<file path="src/rtl/vic_irq_source.sv">
// vic_irq_source: interrupt-source side of the VIC handshake.
// Latches rising edges on peripheral lines as pending, masks them, picks the
// lowest enabled index and pulses it into the controller, keeping one interrupt
// in flight at a time. Supports tail-chaining on reti and re-pulsing when the
// controller fails to acknowledge within ACK_TIMEOUT cycles.
//
// Ports:
//   clk, rst        clock, synchronous active-high reset
//   i_src_irq       peripheral request lines (rising-edge sensitive)
//   i_mask_we       enable-mask write strobe
//   i_mask_wdata    new enable mask, 1 = source enabled
//   i_in_service    controller flag: ISR executing
//   i_reti          return-from-interrupt pulse from the core
//   o_IRQ           one-cycle request pulse to the controller
//   o_ISR_addr      index of the dispatched source
//   o_pending       latched pending bits (unmasked view)
//   o_busy          high whenever the FSM is not idle
//   o_chain         high with o_IRQ when the dispatch is a tail-chain
module vic_irq_source #(
    parameter int unsigned N_SRC       = 32,
    parameter int unsigned ACK_TIMEOUT = 15,
    parameter bit          TAIL_CHAIN  = 1'b1
) (
    input  logic             clk,
    input  logic             rst,
    input  logic [N_SRC-1:0] i_src_irq,
    input  logic             i_mask_we,
    input  logic [N_SRC-1:0] i_mask_wdata,
    input  logic             i_in_service,
    input  logic             i_reti,
    output logic             o_IRQ,
    output logic [4:0]       o_ISR_addr,
    output logic [N_SRC-1:0] o_pending,
    output logic             o_busy,
    output logic             o_chain
);

    localparam int unsigned TW = ($clog2(ACK_TIMEOUT + 1) < 1) ? 1 : $clog2(ACK_TIMEOUT + 1);

    typedef enum logic [2:0] {
        StIdle,
        StAssert,
        StWaitAck,
        StRetry,
        StService
    } state_e;

    state_e           state_q, state_d;
    logic [N_SRC-1:0] prev_q, prev_d;
    logic [N_SRC-1:0] pend_q, pend_d;
    logic [N_SRC-1:0] mask_q, mask_d;
    logic [TW-1:0]    timer_q, timer_d;
    logic [4:0]       act_id_q, act_id_d;
    logic             irq_q, irq_d;
    logic [4:0]       addr_q, addr_d;
    logic             chain_q, chain_d;

    logic [N_SRC-1:0] req;
    logic [N_SRC-1:0] sel_oh;
    logic [N_SRC-1:0] edge_set;
    logic [4:0]       sel;
    logic             any_req;

    assign req      = pend_q & mask_q;
    assign any_req  = |req;
    assign edge_set = i_src_irq & ~prev_q;

    // Lowest index wins; scan downwards so the last hit is the winner.
    always_comb begin
        sel    = '0;
        sel_oh = '0;
        for (int k = N_SRC - 1; k >= 0; k--) begin
            if (req[k]) begin
                sel       = 5'(k);
                sel_oh    = '0;
                sel_oh[k] = 1'b1;
            end
        end
    end

    always_comb begin
        state_d  = state_q;
        prev_d   = i_src_irq;
        mask_d   = i_mask_we ? i_mask_wdata : mask_q;
        timer_d  = timer_q;
        act_id_d = act_id_q;
        irq_d    = 1'b0;
        addr_d   = addr_q;
        chain_d  = 1'b0;
        pend_d   = pend_q;

        unique case (state_q)
            StIdle: begin
                if (any_req) begin
                    state_d = StAssert;
                end
            end
            StAssert: begin
                timer_d = '0;
                state_d = StWaitAck;
            end
            StWaitAck: begin
                if (i_in_service) begin
                    state_d = StService;
                end else if (timer_q == TW'(ACK_TIMEOUT)) begin
                    state_d = StRetry;
                end else begin
                    timer_d = timer_q + 1'b1;
                end
            end
            StRetry: begin
                timer_d = '0;
                state_d = StWaitAck;
            end
            StService: begin
                if (i_reti && TAIL_CHAIN && any_req) begin
                    state_d = StAssert;
                    chain_d = 1'b1;
                end else if (i_reti || !i_in_service) begin
                    state_d = StIdle;
                end
            end
            default: state_d = StIdle;
        endcase

        // Dispatch happens on the transition into StAssert so that the pulse,
        // the address and the pending clear all line up in the same cycle.
        if (state_d == StAssert) begin
            irq_d    = 1'b1;
            addr_d   = sel;
            act_id_d = sel;
            pend_d   = pend_q & ~sel_oh;
        end else if (state_d == StRetry) begin
            irq_d  = 1'b1;
            addr_d = act_id_q;
        end

        // A fresh edge beats a same-cycle dispatch clear.
        pend_d = pend_d | edge_set;
    end

    always_ff @(posedge clk) begin
        if (rst) begin
            state_q  <= StIdle;
            prev_q   <= '0;
            pend_q   <= '0;
            mask_q   <= '1;
            timer_q  <= '0;
            act_id_q <= '0;
            irq_q    <= 1'b0;
            addr_q   <= '0;
            chain_q  <= 1'b0;
        end else begin
            state_q  <= state_d;
            prev_q   <= prev_d;
            pend_q   <= pend_d;
            mask_q   <= mask_d;
            timer_q  <= timer_d;
            act_id_q <= act_id_d;
            irq_q    <= irq_d;
            addr_q   <= addr_d;
            chain_q  <= chain_d;
        end
    end

    assign o_IRQ      = irq_q;
    assign o_ISR_addr = addr_q;
    assign o_pending  = pend_q;
    assign o_busy     = (state_q != StIdle);
    assign o_chain    = chain_q;

endmodule

</file>
<file path="config.mk">
export PLATFORM = sky130hd
export DESIGN_NAME = vic_irq_source
export DESIGN_NICKNAME = d
export VERILOG_FILES = /design/src/rtl/vic_irq_source.sv
export SDC_FILE = /design/constraint.sdc
export NUM_CORES = 1
export LEC_CHECK = 0
export ABC_AREA = 1
export CAP_MARGIN = 20
export CELL_PAD_IN_SITES_DETAIL_PLACEMENT = 1
export CELL_PAD_IN_SITES_GLOBAL_PLACEMENT = 1
export CORE_MARGIN = 5
export CORE_UTILIZATION = 30
export CTS_CLUSTER_SIZE = 24
export DETAILED_ROUTE_END_ITERATION = 10
export PLACE_DENSITY_LB_ADDON = 0.1
export SYNTH_ARGS = -nofsm -noshare
export SYNTH_HDL_FRONTEND = slang
export SYNTH_SLANG_ARGS = --single-unit
</file>
<file path="constraint.sdc">
create_clock -name clk -period 2.1 [get_ports clk]
set_input_delay 0.63 -clock clk [delete_from_list [all_inputs] [get_ports clk]]
set_output_delay 0.63 -clock clk [all_outputs]
set_load 0.05 [all_outputs]
</file>
Word-level counts from Yosys, hierarchy flattened. Cells that the tools add are included.

Input port bits: 69. Flip-flop bits (word level): 115.

$add $sub $neg: 1. Reduce and logical (&&, ||, !) cells: 11. Multiplexer cells: 79. Equality and inequality tests: 9. Bitwise gates (word level): 7.

Operators with widths (count): $mux W32 (33); $mux W5 (34); $and A32 B32 Y32 (3); $not A32 Y32 (2); $or A32 B32 Y32 (1); $reduce_or A32 Y1 (1); $mux W3 (5); $pmux W3 S4 (1); $eq A3 B2 Y1 const B (3); $mux W4 (2); $pmux W4 S2 (1); $eq A3 B1 Y1 const B (2); $add A4 B1 Y4 const B (1); $eq A4 B4 Y1 const B (1); $ne A2 B2 Y1 const B (2); $reduce_bool A2 Y1 (2); $reduce_or A2 Y1 (2); $eq A3 B3 Y1 const B (1); $logic_not A3 Y1 (1); $mux W1 (3); $reduce_and A3 Y1 (1); $reduce_bool A3 Y1 (1); $logic_and A1 B1 Y1 (1); $logic_not A1 Y1 (1); 2 further kinds (2).

Longest topological paths before layout.
Depth after elaboration: 37. Gate-level depth with buffers: 24. Mapped depth without buffers: 24.

Least setup slack after synthesis. OpenSTA, ideal clock, no wires.

Path kind: flip-flop to flip-flop. Start: reg pend_q[20] (netlist: o_pending[20]). End: reg pend_q[24] (netlist: o_pending[24]). Period minus slack after synthesis: 2.238 ns. Arrival time: 2.111 ns. Data required time: 1.972 ns. Stages on the path, launching flop included: 16. Path slack: -0.138 ns. Path through: dfxtp_1 -> nand2_1 -> nand2_1 -> nor2_2 -> nand2_1 -> nor2_2 -> nand4_2 -> nand4_1 -> nand2_4 -> nand2_4 -> inv_4 -> nand3_1 -> nor2_1 -> nand3_1 -> a21oi_1 -> nor2_1.

Longest elaborated chain between the ends: 26. Elaborated cells on any way between the ends: 32.

RTL lines: start, declared (RTL line 50) `logic [N_SRC-1:0] pend_q, pend_d;`; start signal, assigned (RTL line 156) `pend_q <= pend_d;`; $and A32 B32 Y32 (*) (RTL line 64) `assign req = pend_q & mask_q;`; $mux W32 (21 in series) (RTL line 73) `if (req[k]) begin`; $not A32 Y32 (RTL line 132) `pend_d = pend_q & ~sel_oh;`; $and A32 B32 Y32 (RTL line 132); $mux W32 (*) (RTL line 128) `if (state_d == StAssert) begin`; $or A32 B32 Y32 (*) (RTL line 139) `pend_d = pend_d | edge_set;`.

Every way passes the cells marked *; elsewhere a longest branch is shown, timed or not. A chain may end at the register's enable or synchronous reset.

Final worst setup path.
Start: reg pend_q[28] (netlist: o_pending[28]). End: reg addr_q[2] (netlist: o_ISR_addr[2]).

Longest elaborated chain between the ends: 31. Elaborated cells on any way between the ends: 39.

RTL lines: $and A32 B32 Y32 (*) (RTL line 64); $mux W5 (29 in series) (RTL line 73); $mux W5 (RTL line 128); end signal, assigned (RTL line 161) `addr_q <= addr_d;`; end, declared (RTL line 55) `logic [4:0] addr_q, addr_d;`.

Marked as above.

==> out/results.txt <==
Sorting the synthesized cells by area gives the leading types as sky130_fd_sc_hd__dfxtp_1, sky130_fd_sc_hd__nand2_1, sky130_fd_sc_hd__inv_1. For the final routed database, the setup TNS stands at 0 ns. The portion of synthesized cell area occupied by the leading cell type works out to 48.72%.

The top fanout value on the critical path is 7, and the first-pass GRT wire length is 26.27 mm. Combinational logic burns 24.1% of the power. Synthesis handed over a netlist of 655 instances. Clock-pin slew was measured on the worst setup and hold paths at 0.06 ns. The H-tree was split into 4 levels. The setup check on the worst reg-to-reg path leaves a slack of 0.04 ns. The share of flip-flops with an asynchronous set or reset after synthesis was 0%.

The tools report the leakage dissipation as 0.003611 uW. For this design the total switching power over the nets is 2129 uW. For this run the aggregate overflow at the end of global routing stands at 0.

Synthesis inferred 115 register bits. The number of antenna diodes in the final layout is 0. The highest achievable clock rate is 0.4850 GHz, and the die height is 135.5 um. The tools report the sequential share of the synthesized area as 48.72%. No sink is reached through more buffers than the 2 on the longest clock path.

Among all cell types in the netlist, the one instantiated most often is sky130_fd_sc_hd__nand2_1. Setup violations remaining at the end of the flow were counted as 0. Area growth from synthesis to layout: 60.13%. TritonCTS built the clock tree.

The final-stage net count is 930. For the detailed placer's ending HPWL, the log shows 12.22 mm. The tools report the power share of the clock group as 41.1%. The class of the most critical hold timing path is reg -> reg. The worst register-to-register path begins at o_pending[28]. The count of final max-slew check failures is 0. In this run, placement finished with an instance count of 1027. For the total global-route track usage, the log shows 18.23%. The number of hold violations in the final report was 0; the count of clock tree sinks was 115. Yosys printed 0 warnings. The tree is rooted in a sky130_fd_sc_hd__clkbuf_16. Internal power comes to 4996 uW. The total power density per cell area is 941.6 nW/um^2. The critical path in this run is classified as reg -> reg.

The number of buffers created by CTS is 17. The run finished with clean final reports. For the number of iterations in the first detailed-routing pass, the log shows 4.

Data on the critical path is required at its endpoint by 2.41 ns. For this run, design rule violations remaining after detail routing come to 0. The area of the die was 18360 um^2. In this run the worst setup path terminates at o_ISR_addr[2].

The initial antenna violation count was 0; the number of max-capacitance violations reported was 0. The finished layout holds 1084 standard cells, fillers aside. The worst path needs 2.062 ns of the cycle, external delays included.

Of the total power, registers draw 34.8%. Yosys mapped a number of flops with a built-in enable equal to 0. Entering global routing, the biggest net connects 60 pins. Summing every instance area after synthesis gives 4726 um^2.

The top cell type by total area after synthesis was sky130_fd_sc_hd__dfxtp_1. 109 I/O pins were placed. Of the available clock period, the critical path in the final layout requires 98.17%. The routed design has 16.85 mm of wire. The transition at the pin with the smallest max-transition slack was 0.5393 ns; the final routed wire length divided by cell count was 15.54 um.

In this run, distinct cell masters in the synthesized netlist total 34. First element of the critical path: o_pending[28]. In this run the tightest slew margin relative to its limit is 63.77%. The initial utilization of the core area, before any placement, comes to 30.86%. The width of the die is 135.5 um, and the port buffer count is 108. The final cell area excluding filler cells is 7567 um^2. The commonest cells after synthesis are sky130_fd_sc_hd__nand2_1, sky130_fd_sc_hd__dfxtp_1, sky130_fd_sc_hd__inv_1.

For this block, the via count after detailed routing is 4988. STA classifies the critical path endpoint as a flip-flop. The tools report the worst reg2reg path endpoint as o_ISR_addr[2].

A synthesized cell averages 7.215 um^2. For the worst path arrival time, the log shows 2.37 ns. Clock skew on the completed layout was measured at 0.01113 ns. The tools report the number of DRC markers in iteration 0 as 261. After detailed placement, the total cell area comes to 6502 um^2. The core region is 15310 um^2. Worst reg-to-reg path cell count: 13. Among all flip-flop cells after synthesis, the most frequent one is sky130_fd_sc_hd__dfxtp_1. The floorplan has 45 rows. Of the total power, the share spent switching nets is 29.88%.

For the final hold slack, the log shows 0.4129 ns. The share of layout cells above drive strength 1 is 33.22%. Setup repair after global routing could not meet its margin everywhere. The tools report the peak ir drop on the vdd network as 0.6306 mV. The insertion delay of the later-clocked pin in the worst-skew pair is 0.42 ns. STA classifies the critical path startpoint as a flip-flop. At the end of routability-driven placement, the weighted congestion stood at 0.9043.

The via count of the first global-routing pass came out at 5273. When the netlist entered floorplanning its net count stood at 725. The remaining antenna violation count after routing was 0; the via-per-instance ratio was 4.601.
## power groups by stage
stage / logic [uW] / registers [uW] / clock network, uW
6_report: 1710 / 2480 / 2930
5_1_grt: 1860 / 2500 / 3090
4_1_cts: 1580 / 2470 / 2990
3_5_place_dp: 1520 / 2510 / 0
3_3_place_gp: 1500 / 2510 / 0
2_1_floorplan: 580 / 2750 / 0
## worst min path at each step
| stage | start | to | slack, ns | depth (start not counted) |
|---|---|---|---|---|
| floorplan | prev_q[7] | o_pending[7] | 0.39 | 1 |
| global route | prev_q[18] | o_pending[18] | 0.42 | 1 |
| CTS | prev_q[19] | o_pending[19] | 0.41 | 1 |
| global placement | prev_q[19] | o_pending[19] | 0.40 | 1 |
| detailed placement | prev_q[19] | o_pending[19] | 0.41 | 1 |
| finish | prev_q[18] | o_pending[18] | 0.41 | 1 |
## flip-flops by register name, summed over array words and instances (netlist names)
signal,cells
o_IRQ,1
timer_q,4
o_pending,32
o_chain,1
mask_q,32
act_id_q,5
state_q,3
o_ISR_addr,5
prev_q,32
## layout by cell type (no fill, tap or decap), types with 2 or more instances in the layout
master,Yosys,layout
sky130_fd_sc_hd__nand2_1,180,150
sky130_fd_sc_hd__buf_4,0,135
sky130_fd_sc_hd__inv_1,83,78
sky130_fd_sc_hd__dfxtp_1,115,77
sky130_fd_sc_hd__nor2_1,73,67
sky130_fd_sc_hd__clkdlybuf4s50_1,0,67
sky130_fd_sc_hd__nand3_1,53,50
sky130_fd_sc_hd__nand2_2,13,37
sky130_fd_sc_hd__dfxtp_2,0,32
sky130_fd_sc_hd__a21oi_1,30,25
sky130_fd_sc_hd__clkbuf_16,0,17
sky130_fd_sc_hd__o21ai_0,19,16
sky130_fd_sc_hd__nor3_1,13,10
sky130_fd_sc_hd__o22ai_1,10,10
sky130_fd_sc_hd__nor2_4,3,9
sky130_fd_sc_hd__nand4_1,7,7
sky130_fd_sc_hd__nand2_4,2,7
sky130_fd_sc_hd__clkbuf_8,0,6
sky130_fd_sc_hd__dfxtp_4,0,6
sky130_fd_sc_hd__nor2_2,5,5
sky130_fd_sc_hd__o32ai_1,5,5
sky130_fd_sc_hd__a21oi_2,0,5
sky130_fd_sc_hd__clkinv_2,0,5
sky130_fd_sc_hd__inv_2,1,4
sky130_fd_sc_hd__o31ai_1,4,4
sky130_fd_sc_hd__nor3_2,0,3
sky130_fd_sc_hd__o21bai_1,3,3
sky130_fd_sc_hd__o311ai_1,0,2
sky130_fd_sc_hd__o21ai_2,1,2
sky130_fd_sc_hd__o211ai_1,2,2
sky130_fd_sc_hd__o21ai_1,0,2
sky130_fd_sc_hd__nand3_2,0,2
sky130_fd_sc_hd__bufinv_16,0,2
sky130_fd_sc_hd__clkinvlp_4,0,2
sky130_fd_sc_hd__buf_6,0,2
sky130_fd_sc_hd__buf_12,0,2
## metal layers
metal | part of all wire [%] | wire [um] | track usage (%) | up-vias
met1 | 45 | 7586 | 22.62 | 2370
li1 | - | - | - | 2498
met3 | 4.0 | 680 | 4.606 | 22
met5 | 0 | 0 | 0 | -
met4 | 1.6 | 278 | 6.719 | 0
met2 | 49 | 8304 | 30.59 | 98
## critical path, cell delays in order (launching register included)
cell	delay [ns]
sky130_fd_sc_hd__dfxtp_4	0.36
sky130_fd_sc_hd__nand2_2	0.09
sky130_fd_sc_hd__nand2_1	0.08
sky130_fd_sc_hd__nor2_1	0.29
sky130_fd_sc_hd__nand4_4	0.17
sky130_fd_sc_hd__a22oi_2	0.20
sky130_fd_sc_hd__nand2_4	0.10
sky130_fd_sc_hd__nand2_8	0.12
sky130_fd_sc_hd__inv_8	0.06
sky130_fd_sc_hd__nand2_4	0.06
sky130_fd_sc_hd__inv_4	0.05
sky130_fd_sc_hd__a22o_1	0.19
sky130_fd_sc_hd__o21bai_1	0.14
sky130_fd_sc_hd__inv_1	0.05
## through the flow
step                power (uW)  utilization, %  worst slack, ns
global placement          4004           42.46          -0.2796
finish                    7125           49.41          0.03834
global route              7449           49.41          -0.1877
CTS                       7036           46.87         0.003017
detailed placement        4037           42.46          -0.4004
floorplan                 3334               -         0.006857
## kinds of logic (layout without fill, tap and decap cells)
group / Yosys count / in the layout / synth area share [%]
buf+inv: 106 / 324 / 8.499
flops: 115 / 115 / 48.72
xor+xnor: 1 / 1 / 0.1854
simple gates: 352 / 352 / 32.12
fa+ha+maj: 1 / 1 / 0.2647
compound gates: 80 / 80 / 10.22
## layout make-up
class	instances	area, um^2
Fill cell	1879	7747
Sequential cell	115	2365
Multi-Input combinational cell	434	2250
Timing Repair Buffer	207	1752
Clock buffer	23	508.0
Inverter	85	329.1
Tap cell	211	264.0
Clock inverter	9	100.1
## repair_timing
action,4_1_cts,5_1_grt
pin swaps,4,29
buffers inserted,2,23
endpoints found under the setup margin,12,29
hold buffers,0,0
gates resized for setup,12,80
Note: power is estimated with default switching activity, not from simulation.
